$ cat config.mk
export PLATFORM = sky130hd
export DESIGN_NAME = fu_alu_pipe
export DESIGN_NICKNAME = d
export VERILOG_FILES = /design/src/rtl/fu_alu_pipe.sv
export SDC_FILE = /design/constraint.sdc
export NUM_CORES = 1
export LEC_CHECK = 0
export ABC_CLOCK_PERIOD_IN_PS = 2570
export BUFFER_PORTS_ARGS = -buffer_cell sky130_fd_sc_hd__buf_2
export CAP_MARGIN = 10
export CORE_MARGIN = 3
export CORE_UTILIZATION = 60
export DETAILED_ROUTE_END_ITERATION = 10
export PLACE_DENSITY = 0.82
export SYNTH_ARGS = -nofsm -noshare
export SYNTH_HDL_FRONTEND = slang
export SYNTH_SLANG_ARGS = --single-unit
$ cat constraint.sdc
create_clock -name clk_i -period 2.57 [get_ports clk_i]
set_input_delay 0.1285 -clock clk_i [delete_from_list [all_inputs] [get_ports clk_i]]
set_output_delay 0.1285 -clock clk_i [all_outputs]
set_load 0.01 [all_outputs]
$ cat src/rtl/fu_alu_pipe.sv
// fu_alu_pipe: pipelined integer ALU functional unit for the execute stage.
// Result and flags are computed at the input and registered into stage 1.
// Stages 2..STAGES are plain delay registers. The last stage drives the
// writeback (CDB/ROB arbiter) handshake. A stall freezes the whole pipe,
// including empty stages. A flush clears every stage valid.
module fu_alu_pipe #(
    parameter int WIDTH        = 16,
    parameter int STAGES       = 2,
    parameter int ROB_ENTRY    = 16,
    parameter int NUM_PHYS_REG = 32
) (
    input  logic                            clk_i,
    input  logic                            reset_i,
    input  logic                            flush_i,
    input  logic                            exe_v_i,
    output logic                            exe_ready_o,
    input  logic                            w_v_i,
    input  logic [2:0]                      opcode_i,
    input  logic [WIDTH-1:0]                operand1_i,
    input  logic [WIDTH-1:0]                operand2_i,
    input  logic [$clog2(ROB_ENTRY)-1:0]    rob_dest_i,
    input  logic [$clog2(NUM_PHYS_REG)-1:0] reg_dest_i,
    input  logic                            cdb_ready_i,
    output logic                            out_v_o,
    output logic                            out_w_v_o,
    output logic [$clog2(ROB_ENTRY)-1:0]    out_rob_dest_o,
    output logic [$clog2(NUM_PHYS_REG)-1:0] out_reg_dest_o,
    output logic [WIDTH-1:0]                out_result_o,
    output logic [3:0]                      out_flags_o
);

    localparam int TAG_W = $clog2(ROB_ENTRY);
    localparam int REG_W = $clog2(NUM_PHYS_REG);
    localparam int SH_W  = $clog2(WIDTH);

    localparam logic [2:0] OP_ADD = 3'd0;
    localparam logic [2:0] OP_SUB = 3'd1;
    localparam logic [2:0] OP_AND = 3'd2;
    localparam logic [2:0] OP_OR  = 3'd3;
    localparam logic [2:0] OP_XOR = 3'd4;
    localparam logic [2:0] OP_SHL = 3'd5;
    localparam logic [2:0] OP_SHR = 3'd6;
    localparam logic [2:0] OP_SAR = 3'd7;

    // ------------------------------------------------------------------
    // ALU datapath
    // ------------------------------------------------------------------
    logic                    is_sub;
    logic [WIDTH-1:0]        add_b;
    logic [WIDTH:0]          add_sum;
    logic [SH_W-1:0]         sh_amt;
    // Shifts are done one bit wider so the extra bit catches the last bit
    // shifted out; with a zero amount that bit is naturally 0.
    logic [WIDTH:0]          shl_ext;
    logic [WIDTH:0]          shr_ext;
    logic signed [WIDTH:0]   sar_in;
    logic signed [WIDTH:0]   sar_ext;
    logic [WIDTH-1:0]        alu_res;
    logic                    alu_c;
    logic                    alu_v;
    logic [3:0]              alu_flags;

    // SUB shares the adder as op1 + ~op2 + 1, so C=1 means no borrow.
    assign is_sub  = (opcode_i == OP_SUB);
    assign add_b   = is_sub ? ~operand2_i : operand2_i;
    assign add_sum = {1'b0, operand1_i} + {1'b0, add_b} + {{WIDTH{1'b0}}, is_sub};

    assign sh_amt  = operand2_i[SH_W-1:0];
    assign shl_ext = {1'b0, operand1_i} << sh_amt;
    assign shr_ext = {operand1_i, 1'b0} >> sh_amt;
    assign sar_in  = {operand1_i, 1'b0};
    assign sar_ext = sar_in >>> sh_amt;

    // Opcode select for result, carry and overflow.
    always_comb begin
        alu_res = '0;
        alu_c   = 1'b0;
        alu_v   = 1'b0;
        case (opcode_i)
            OP_ADD, OP_SUB: begin
                alu_res = add_sum[WIDTH-1:0];
                alu_c   = add_sum[WIDTH];
                alu_v   = (operand1_i[WIDTH-1] == add_b[WIDTH-1]) &&
                          (add_sum[WIDTH-1] != operand1_i[WIDTH-1]);
            end
            OP_AND: alu_res = operand1_i & operand2_i;
            OP_OR:  alu_res = operand1_i | operand2_i;
            OP_XOR: alu_res = operand1_i ^ operand2_i;
            OP_SHL: begin
                alu_res = shl_ext[WIDTH-1:0];
                alu_c   = shl_ext[WIDTH];
            end
            OP_SHR: begin
                alu_res = shr_ext[WIDTH:1];
                alu_c   = shr_ext[0];
            end
            OP_SAR: begin
                alu_res = sar_ext[WIDTH:1];
                alu_c   = sar_ext[0];
            end
            default: ;
        endcase
    end

    assign alu_flags = {(alu_res == '0), alu_res[WIDTH-1], alu_c, alu_v};

    // ------------------------------------------------------------------
    // Pipeline stages 1..STAGES
    // ------------------------------------------------------------------
    logic [STAGES:1]             vld_q,   vld_d;
    logic [STAGES:1]             wv_q,    wv_d;
    logic [STAGES:1][TAG_W-1:0]  rob_q,   rob_d;
    logic [STAGES:1][REG_W-1:0]  reg_q,   reg_d;
    logic [STAGES:1][WIDTH-1:0]  res_q,   res_d;
    logic [STAGES:1][3:0]        flg_q,   flg_d;

    logic stall;
    logic accept;

    assign stall       = vld_q[STAGES] & ~cdb_ready_i;
    assign exe_ready_o = ~stall;
    assign accept      = exe_v_i & exe_ready_o & ~flush_i;

    // Stage 1 captures the ALU output; data loads whenever the pipe moves,
    // since the valid bit alone decides whether it means anything.
    assign vld_d[1] = ~flush_i & (stall ? vld_q[1] : accept);
    assign wv_d[1]  = stall ? wv_q[1]  : w_v_i;
    assign rob_d[1] = stall ? rob_q[1] : rob_dest_i;
    assign reg_d[1] = stall ? reg_q[1] : reg_dest_i;
    assign res_d[1] = stall ? res_q[1] : alu_res;
    assign flg_d[1] = stall ? flg_q[1] : alu_flags;

    // Delay stages: hold on stall, otherwise take the previous stage.
    for (genvar s = 2; s <= STAGES; s++) begin : g_stage
        assign vld_d[s] = ~flush_i & (stall ? vld_q[s] : vld_q[s-1]);
        assign wv_d[s]  = stall ? wv_q[s]  : wv_q[s-1];
        assign rob_d[s] = stall ? rob_q[s] : rob_q[s-1];
        assign reg_d[s] = stall ? reg_q[s] : reg_q[s-1];
        assign res_d[s] = stall ? res_q[s] : res_q[s-1];
        assign flg_d[s] = stall ? flg_q[s] : flg_q[s-1];
    end

    // Stage registers; async reset clears valids and data so outputs read 0.
    always_ff @(posedge clk_i or posedge reset_i) begin
        if (reset_i) begin
            vld_q <= '0;
            wv_q  <= '0;
            rob_q <= '0;
            reg_q <= '0;
            res_q <= '0;
            flg_q <= '0;
        end else begin
            vld_q <= vld_d;
            wv_q  <= wv_d;
            rob_q <= rob_d;
            reg_q <= reg_d;
            res_q <= res_d;
            flg_q <= flg_d;
        end
    end

    // ------------------------------------------------------------------
    // Output stage drives the writeback handshake directly
    // ------------------------------------------------------------------
    assign out_v_o        = vld_q[STAGES];
    assign out_w_v_o      = vld_q[STAGES] & wv_q[STAGES];
    assign out_rob_dest_o = rob_q[STAGES];
    assign out_reg_dest_o = reg_q[STAGES];
    assign out_result_o   = res_q[STAGES];
    assign out_flags_o    = flg_q[STAGES];

endmodule

==> flow_summary.yaml, run 1 <==
floorplan:
  effective_utilization_at_floorplan_pct: 63.4
  top_level_ports: 82
  die_h_microns: 109
  die_x_microns: 109
  dieArea_sq_um: 11800
  design.core.area_sq_um: 10000
  rows: 36
placement:
  place.detailed.instances: 1078
  dp_hpwl_mm: 16.4
  globalplace.congestion: 0.978
  port_buffers: 81
hold_path:
  hold_start: "rob_dest_i[3]"
  min_to: "rob_q[3]"
  hold_path.class: "in -> reg"
  hold_path_depth: 3
worst_setup_path:
  worst_setup_path_start_kind: "input port"
  end_kind: "flip-flop"
  crit_type: "in -> reg"
  arrival_ns: 3.10
  cp_max_fo: 3
  rrSetupSlack_ns: 0.47
  rr_startpoint: "vld_q[2]"
  cp_common_cell: "buf_4"
  cpPeakStageDelay_ns: 0.38
  timing.reg2reg.worst_path_depth: 7
  worstPathCellList: "buf_6, or2_4, nor2_4, xnor2_1, ha_2, buf_4, nor2_1, a211oi_2, buf_4, buf_4, a21oi_1, xnor2_1, a221oi_2, o31a_1, nand4_1, o41ai_2"
  worst_ep_required_time_ns: 2.81
  worstReg2RegEnd: "flg_q[3]"
  crit_path_top_delay_cell: "a221oi_2"
finish:
  post_route_cells_drive_above_1_share_pct: 33.9
  flow.area_growth_from_synthesis_pct: 29.3
  non_filler_instance_count_after_layout: 1106
  final.fill_count: 613
  num_antenna_cells: 0
  layout.nets: 1069
yosys:
  synth.net_count: 901
  yosys_warnings: 0
  synth_edf_count: 0
  synth.ff_latch_count: 60
  most_frequent_cell_after_synthesis: "nand2_1"
  netlist_instances: 800
  postSynthAreaPerCell_sq_um: 7.92
  ys_dominant_reg_cell: "dfrtp_1"
  yosys.area.top_type_share_pct: 23.7
  synth.distinct_cells: 72
  synthArstFlopShare_pct: 100
  yosys-top-cells-count: "178 x nand2_1, 65 x nor2_1, 60 x dfrtp_1"
  synthDominantAreaCellType: "dfrtp_1"
  post_synth_main_area_contributors: "dfrtp_1 24%, nand2_1 11%, ha_1 9.9%"
  synth-seq-area-share_pct: 23.7
  syn_area_sq_um: 6340
power:
  power.static_leakage_nw: 4.03
  power-per-cell-area_nw_per_um2: 445
  pwr-share-comb_pct: 47.0
  vdd.ir_drop.worst_uv: 411
  p_int_mw: 2.28
  switching_share_pct: 37.3
  power.share.clock_pct: 21.4
  power.net_switching_mw: 1.36
  power.sequential.fraction_pct: 31.6
flow_run:
  max_cap_viol_count: 0
route:
  routed_wirelength_mm: 24.2
  drt_first_pass_iters: 6
  drc_errors: 0
  post_drt_wl_per_cell_microns: 21.9
  postRouteAntennaNets: 0
  detailed_route_via_count: 7243
  avgViaCountPerCell: 6.55
  drtIter0Drc: 1005
timing:
  setup_viol: 7
  fin_worst_skew_ns: 0.00820
  maxSlewHeadroom_pct: 52.1
  final-hold-violation-count: 0
  layout_setup_ws_ns: -0.293
  whs_ns: 0.0159
  timing_worst_slew_pin_value_ns: 0.718
  finalCritPeriodShare_pct: 111
  fmax_ghz: 0.349
  timing.final.max_slew_violations: 0
  min_period_ns: 2.86
  grt_setup_unrepaired: "yes"
global_route:
  number_of_antenna_violations_at_the_first_check_in_global_routing: 0
  grt_first_pass_wirelength_mm: 35.3
  track_usage_pct: 39.0
  grt_max_degree: 61
  overflow: 0
  grt_pass1_vias: 6758
clock_network:
  clkLatencyLatePin_ns: 0.34
  clock_tree.root_cell: "clkbuf_8"
  tritoncts_clock_tree: "done"
  clockBufferDepth: 2
  sink_count: 60
  clock_tree.htree_level_count: 3
  cts_buffers: 9
  path_clk_slew_ns: 0.07
status:
  failing_checks: "setup timing"
  run_status: "finished, violations left"
worst max path at each step:
stage                startpoint        to  slack (ns)  cells past startpoint
floorplan           opcode_i[2]  flg_q[3]       -0.63                     15
global placement    opcode_i[1]  flg_q[3]       -0.58                     15
detailed placement  opcode_i[1]  flg_q[3]       -0.74                     14
CTS                 opcode_i[1]  flg_q[3]       -0.14                     15
global route        opcode_i[1]  flg_q[3]       -0.41                     16
finish              opcode_i[1]  flg_q[3]       -0.29                     16
final cells by class:
cell class                 count  area (sq um)  share of cell area [%]
clock buffer                  15           176                    2.15
clock inverter                 1          5.00                  0.0611
timing repair buffer         241          1660                    20.3
inverter                      43           161                    1.97
tap                          133           166                    2.03
sequential                    60          1500                    18.3
multi-input combinational    613          4520                    55.2
routing by layer:
layer	track usage [%]	vias up	wire (microns)
met3	5.27	166	2270
met1	45.8	3398	8290
met2	68.5	570	11700
met5	0	-	0
li1	-	3109	-
met4	21.6	0	1920
sequential cells by signal (all words and copies together), names as in the netlist:
| name | flops |
|---|---|
| flg_q | 4 |
| out_flags_o | 4 |
| out_reg_dest_o | 5 |
| out_result_o | 15 |
| out_rob_dest_o | 4 |
| reg_q | 5 |
| res_q | 15 |
| rob_q | 4 |
| vld_q | 2 |
| wv_q | 2 |
placed cells by master (no fill, tap or decap), drive strengths merged, types with 11 or more instances in the layout:
cell	instances
dfrtp	60
nand2	178
nor2	65
a211oi	11
buf	234
o21ai	38
inv	42
clkbuf	15
ha	50
nand3	11
xnor2	23
mux4	23
a21oi	42
mux2i	15
nor3	18
worst max-delay path, delay by kind of cell:
family,cells,cell delay [ns]
XOR/XNOR,2,0.39
AO/OA/AOI/OAI,5,1.19
adder cells (fa/ha/maj),1,0.25
AND/OR/NAND/NOR,4,0.60
buffers and inverters,4,0.54
what timing repair did:
action | in CTS | in global routing
pin swaps | 14 | 12
hold buffers | 7 | 0
endpoints found under the hold margin | 42 | 0
buffers inserted | 3 | 2
endpoints found under the setup margin | 7 | 8
gates resized for setup | 21 | 24
power by group through the flow:
stage               clock network [mW]  registers, mW  logic (mW)
floorplan                            0           1.14       0.941
global placement                     0           1.15        1.45
detailed placement                   0           1.16        1.49
CTS                              0.774           1.14        1.56
global route                     0.821           1.16        1.82
finish                           0.780           1.15        1.71
per-stage QoR:
stage	cell area [sq um]	utilization [%]	setup slack, ns	setup TNS (ns)	power, mW
finish	8190	81.9	-0.293	-1.02	3.64
detailed placement	7620	76.2	-0.741	-5.19	2.65
global route	8190	81.9	-0.413	-1.93	3.80
floorplan	6430	-	-0.632	-2.57	2.08
CTS	8010	80.1	-0.141	-0.160	3.48
global placement	7620	76.2	-0.582	-3.98	2.60
cell families (layout without fill, tap and decap cells):
logic type                 count (synthesis)  in the layout  share of synthesized area [%]
AOI/OAI and AO/OA                        170            170                           18.3
xor gates and xnor gates                  27             27                           3.73
adders and majority gates                 51             51                           10.2
buffers and inverters                    127            300                           9.99
DFF                                       60             60                           23.7
muxes                                     47             47                           12.1
and+or+nand+nor                          318            318                           21.9
(Power assumes the default switching activity.)
==> inputs of run 2 (changes only) <==
==> config.mk (replaced) <==
export PLATFORM = sky130hd
export DESIGN_NAME = fu_alu_pipe
export DESIGN_NICKNAME = d
export VERILOG_FILES = /design/src/rtl/fu_alu_pipe.sv
export SDC_FILE = /design/constraint.sdc
export NUM_CORES = 1
export LEC_CHECK = 0
export ABC_CLOCK_PERIOD_IN_PS = 2570
export CAP_MARGIN = 10
export CORE_MARGIN = 3
export CORE_UTILIZATION = 65
export DETAILED_ROUTE_END_ITERATION = 10
export DONT_BUFFER_PORTS = 1
export PLACE_DENSITY = 0.81
export SYNTH_ARGS = -nofsm -noshare
export SYNTH_HDL_FRONTEND = slang
export SYNTH_SLANG_ARGS = --single-unit
==> run 2 against run 1 <==
Compared with the run above: the flow still finishes with violations (setup timing); routed wire length decreased by 16%; clock power increased by 25%; non-clock buffer count decreased by 144; critical path depth decreased by 2; combinational power decreased by 25%; largest cell class unchanged; final cell count decreased by 13%; sequential cell count unchanged; first-iteration DRC count decreased by 20%; highest routed layer unchanged; largest power group unchanged.
==> flow_summary.yaml, run 2 (synthesized netlist as in run 1, its figures left out) <==
worst_setup_path:
  cp_max_fo: 19
  worst_setup_path_start_kind: "input port"
  end_kind: "flip-flop"
  crit_type: "in -> reg"
  arrival_ns: 2.94
  rrSetupSlack_ns: 0.33
  worst_ep_required_time_ns: 2.80
clock_network:
  clkLatencyLatePin_ns: 0.33
  cts_buffers: 9
  clockBufferDepth: 2
  clock_tree.root_cell: "clkbuf_8"
  clock_tree.htree_level_count: 3
  path_clk_slew_ns: 0.06
  tritoncts_clock_tree: "done"
  sink_count: 60
timing:
  whs_ns: 0.0689
  setup_viol: 1
  maxSlewHeadroom_pct: 28.0
  grt_setup_unrepaired: "yes"
  finalCritPeriodShare_pct: 106
  fmax_ghz: 0.369
  timing.final.max_slew_violations: 0
  timing_worst_slew_pin_value_ns: 1.08
  layout_setup_ws_ns: -0.143
  fin_worst_skew_ns: 0.00765
  min_period_ns: 2.71
  final-hold-violation-count: 0
power:
  power-per-cell-area_nw_per_um2: 475
  vdd.ir_drop.worst_uv: 403
  power.static_leakage_nw: 3.39
  power_mw: 3.46
global_route:
  grt_first_pass_wirelength_mm: 32.7
  grt_max_degree: 61
  grt_pass1_vias: 6309
  number_of_antenna_violations_at_the_first_check_in_global_routing: 0
  overflow: 0
  track_usage_pct: 37.4
route:
  drt_first_pass_iters: 6
  avgViaCountPerCell: 6.58
  detailed_route_via_count: 6308
  post_drt_wl_per_cell_microns: 21.2
  postRouteAntennaNets: 0
  drc_errors: 0
  drtIter0Drc: 806
  routed_wirelength_mm: 20.3
floorplan:
  die_h_microns: 105
  rows: 35
  design.core.area_sq_um: 9370
  top_level_ports: 82
  effective_utilization_at_floorplan_pct: 67.6
  dieArea_sq_um: 11000
  die_x_microns: 105
status:
  run_status: "finished, violations left"
  failing_checks: "setup timing"
finish:
  layout.cell_area.non_filler_sq_um: 7280
  mostFrequentLayoutCells: "175 x nand2_1, 79 x buf_4, 63 x nor2_1, 60 x dfrtp_1, 46 x ha_1"
  flow.area_growth_from_synthesis_pct: 14.9
  layout.nets: 925
  num_antenna_cells: 0
  layout_commonest_cell: "nand2_1"
  post_route_cells_drive_above_1_share_pct: 21.7
  non_filler_instance_count_after_layout: 958
hold_path:
  hold_path.class: "in -> reg"
placement:
  placed_area_sq_um: 6650
  port_buffers: 0
  dp_hpwl_mm: 14.6
  place.detailed.instances: 918
  globalplace.congestion: 1.05
flow_run:
  max_cap_viol_count: 0
==> run 2: power breakdown <==
part	total, mW	leakage (nW)	switching [mW]	internal [mW]
sequential	1.19	0.721	0.120	1.07
combinational	1.29	2.55	0.654	0.632
clock	0.977	0.116	0.352	0.626
total	3.46	3.39	1.13	2.33
==> run 2: path summary, 6_finish.rpt <==
check	endpoint	from	cells past startpoint
min reg2reg	wv_q[2]	wv_q[2]	2
max reg2reg	flg_q[3]	vld_q[2]	8
min in group asynchronous	reg_q[1]	reset_i	3
max	flg_q[3]	opcode_i[1]	14
min	res_q[5]	operand2_i[3]	2
max in group asynchronous	res_q[0]	reset_i	3
==> run 2: metal layers <==
| layer | vias to the layer above | share of wire (%) | GRT usage, % |
|---|---|---|---|
| met5 | - | 0 | 0 |
| met4 | 0 | 5.6 | 19.6 |
| met3 | 105 | 10 | 8.71 |
| met2 | 415 | 48 | 62.4 |
| met1 | 2967 | 36 | 44.8 |
| li1 | 2821 | - | - |
==> run 2: stage by stage <==
stage	setup WS (ns)	utilization [%]	setup TNS, ns
floorplan	-0.632	-	-2.57
global placement	-0.432	70.9	-1.88
detailed placement	-0.565	70.9	-2.67
CTS	-0.0739	76.6	-0.0739
global route	-0.281	77.7	-0.466
finish	-0.143	77.7	-0.143
==> run 2: critical path, cell delays in order <==
cell and delay [ns]:
or2_4 0.24, nor2_4 0.15, xnor2_1 0.12, ha_2 0.34, nor3_2 0.04, a211oi_2 0.32, buf_4 0.18, a21oi_1 0.07
xnor2_1 0.19, a221oi_2 0.36, buf_4 0.18, o31a_1 0.14, nand4_1 0.14, o41ai_2 0.32
==> run 2: cell type report <==
cell class,count,area [sq um]
Clock buffer,13,169
Clock inverter,3,67.6
Fill cell,636,2090
Inverter,43,161
Multi-Input combinational cell,613,4440
Sequential cell,60,1500
Tap cell,129,161
Timing Repair Buffer,97,787
==> run 2: timing repair <==
item / 4_1_cts / 5_1_grt
resized for setup: 19 / 18
hold buffers: 14 / 0
buffers inserted: 7 / 3
endpoints found under the hold margin: 73 / 0
pin swaps: 18 / 14
endpoints found under the setup margin: 3 / 6
==> inputs of run 3 (changes only) <==
--- a/config.mk
+++ b/config.mk
@@ -5,9 +5,9 @@
 export SDC_FILE = /design/constraint.sdc
 export NUM_CORES = 1
 export LEC_CHECK = 0
-export ABC_CLOCK_PERIOD_IN_PS = 2570
+export ABC_CLOCK_PERIOD_IN_PS = 2900
 export CAP_MARGIN = 10
-export CORE_MARGIN = 3
+export CORE_MARGIN = 8
 export CORE_UTILIZATION = 65
 export DETAILED_ROUTE_END_ITERATION = 10
 export DONT_BUFFER_PORTS = 1
==> constraint.sdc (replaced) <==
create_clock -name clk_i -period 2.9 [get_ports clk_i]
set_input_delay 0.145 -clock clk_i [delete_from_list [all_inputs] [get_ports clk_i]]
set_output_delay 0.145 -clock clk_i [all_outputs]
set_load 0.01 [all_outputs]
==> run 3 against run 2 <==
Compared with the run above: the run now ends clean; setup slack improved by 0.20 ns; sequential share of layout area rose by 1.4 points; final cell count fell by 3.2%; critical path depth fell by 2; non-clock buffer count fell by 34; core utilization fell by 7.1 points; combinational power fell by 24%; first-iteration DRC count fell by 3.5%; count of clock-buffer cells in the layout rose by 1; die area rose by 20%; largest cell class unchanged.
==> flow_summary.yaml, run 3 (synthesized netlist as in run 1, its figures left out) <==
clock_network:
  tritoncts_clock_tree: "done"
  path_clk_slew_ns: 0.06
  clkLatencyLatePin_ns: 0.32
  clock_tree.root_cell: "clkbuf_8"
  sink_count: 60
  clockBufferDepth: 2
  cts_buffers: 9
  clock_tree.htree_level_count: 3
floorplan:
  dieArea_sq_um: 13200
  die_x_microns: 115
  effective_utilization_at_floorplan_pct: 65.8
  design.core.area_sq_um: 9640
  rows: 36
  die_h_microns: 115
  top_level_ports: 82
worst_setup_path:
  end_kind: "flip-flop"
  cp_max_fo: 19
  worst_setup_path_start_kind: "input port"
  crit_type: "in -> reg"
  arrival_ns: 3.06
  worst_ep_required_time_ns: 3.12
flow_run:
  max_cap_viol_count: 0
finish:
  layout_commonest_cell: "nand2_1"
  final.fill_count: 736
  regArea_sq_um: 1500
  multi_input_area_sq_um: 4270
  flow.area_growth_from_synthesis_pct: 7.48
  post_route_cells_drive_above_1_share_pct: 14.9
  mostFrequentLayoutCells: "177 x nand2_1, 64 x nor2_1, 60 x dfrtp_1, 50 x ha_1, 49 x buf_4"
  num_antenna_cells: 0
  layout.nets: 891
hold_path:
  hold_path.class: "in -> reg"
route:
  post_drt_wl_per_cell_microns: 21.4
  routed_wirelength_mm: 19.9
  detailed_route_via_count: 6033
  drt_first_pass_iters: 6
  avgViaCountPerCell: 6.51
  postRouteAntennaNets: 0
  drc_errors: 0
  drtIter0Drc: 778
timing:
  fin_worst_skew_ns: 0.00576
  whs_ns: 0.0454
  finalCritPeriodShare_pct: 97.9
  final-hold-violation-count: 0
  grt_setup_unrepaired: "yes"
  timing.final.max_slew_violations: 0
  min_period_ns: 2.84
  setup_viol: 0
  layout_setup_ws_ns: 0.0606
  fmax_ghz: 0.352
  timing_worst_slew_pin_value_ns: 1.01
  maxSlewHeadroom_pct: 31.7
placement:
  globalplace.congestion: 1.00
  port_buffers: 0
  dp_hpwl_mm: 14.9
  dp_worst_setup_slack_ns: -0.350
power:
  power.static_leakage_nw: 3.18
  power-per-cell-area_nw_per_um2: 409
  power_mw: 2.79
  vdd.ir_drop.worst_uv: 290
status:
  run_status: "finished, final reports clean"
global_route:
  grt_first_pass_wirelength_mm: 31.1
  grt_max_degree: 59
  number_of_antenna_violations_at_the_first_check_in_global_routing: 1
  track_usage_pct: 30.2
  grt_pass1_vias: 5721
  overflow: 0
run 3: cell count changes in the layout (fill, tap and decap cells not counted), moves of 3 or more:
cell / change
nor3_1: +3
ha_1: +4
buf_4: -30
nor3_2: -3
a21oi_1: +4
a21oi_2: -3
run 3: path summary, 6_finish.rpt:
kind	start	endpoint	slack [ns]	depth (start not counted)
hold reg to reg	res_q[4]	out_result_o[4]	0.47	2
min in group asynchronous	reset_i	out_reg_dest_o[0]	0.39	2
setup / recovery	opcode_i[1]	flg_q[3]	0.06	12
max in group asynchronous	reset_i	res_q[2]	1.72	3
setup reg to reg	vld_q[2]	vld_q[1]	0.28	6
hold / removal	operand1_i[15]	flg_q[0]	0.05	2
run 3: where the power goes:
part	total [mW]	switching [mW]	internal (mW)
Combinational	0.984	0.522	0.462
Clock	0.746	0.283	0.463
Sequential	1.06	0.104	0.951
run 3: layer usage:
layer	up-vias	routed length [microns]	track usage [%]	part of all wire, %
met1	2868	7560	36.1	38
met3	72	1830	6.72	9.2
met5	-	11	0	0.055
li1	2738	-	-	-
met2	353	9620	51.3	48
met4	2	838	13.1	4.2
run 3: what timing repair did:
| item | 4_1_cts | 5_1_grt |
|---|---|---|
| resized for setup | 1 | 6 |
| endpoints found under the setup margin | 1 | 1 |
| hold buffers | 13 | 0 |
| buffers inserted | 0 | 0 |
| pin swaps | 0 | 6 |
| endpoints found under the hold margin | 47 | 0 |
run 3: final cells by class:
class	count	share of cell area (%)
multi-input cells	613	62.7
flip-flops and latches	60	22.0
repair buffers	63	7.47
clock buffers	14	2.53
well taps	133	2.44
inverters	43	2.37
clock inverters	1	0.441
run 3: worst max-delay path, stage by stage:
cell and delay [ns]:
or2_4 0.25, nor2_4 0.17, xnor2_1 0.17, ha_1 0.25, a211oi_1 0.08, a211oi_2 0.43
a32oi_2 0.16, a311oi_4 0.40, xnor2_1 0.17, a22oi_1 0.11, or3_1 0.44, o41ai_2 0.27
run 3: through the flow:
step	cells	setup TNS, ns	util (%)	area [sq um]
floorplan	800	-0.472	-	6420
global placement	899	-0.326	66.9	6450
detailed placement	899	-0.617	66.9	6450
CTS	927	0	70.4	6790
global route	927	-0.0348	70.7	6810
finish	927	0	70.7	6810
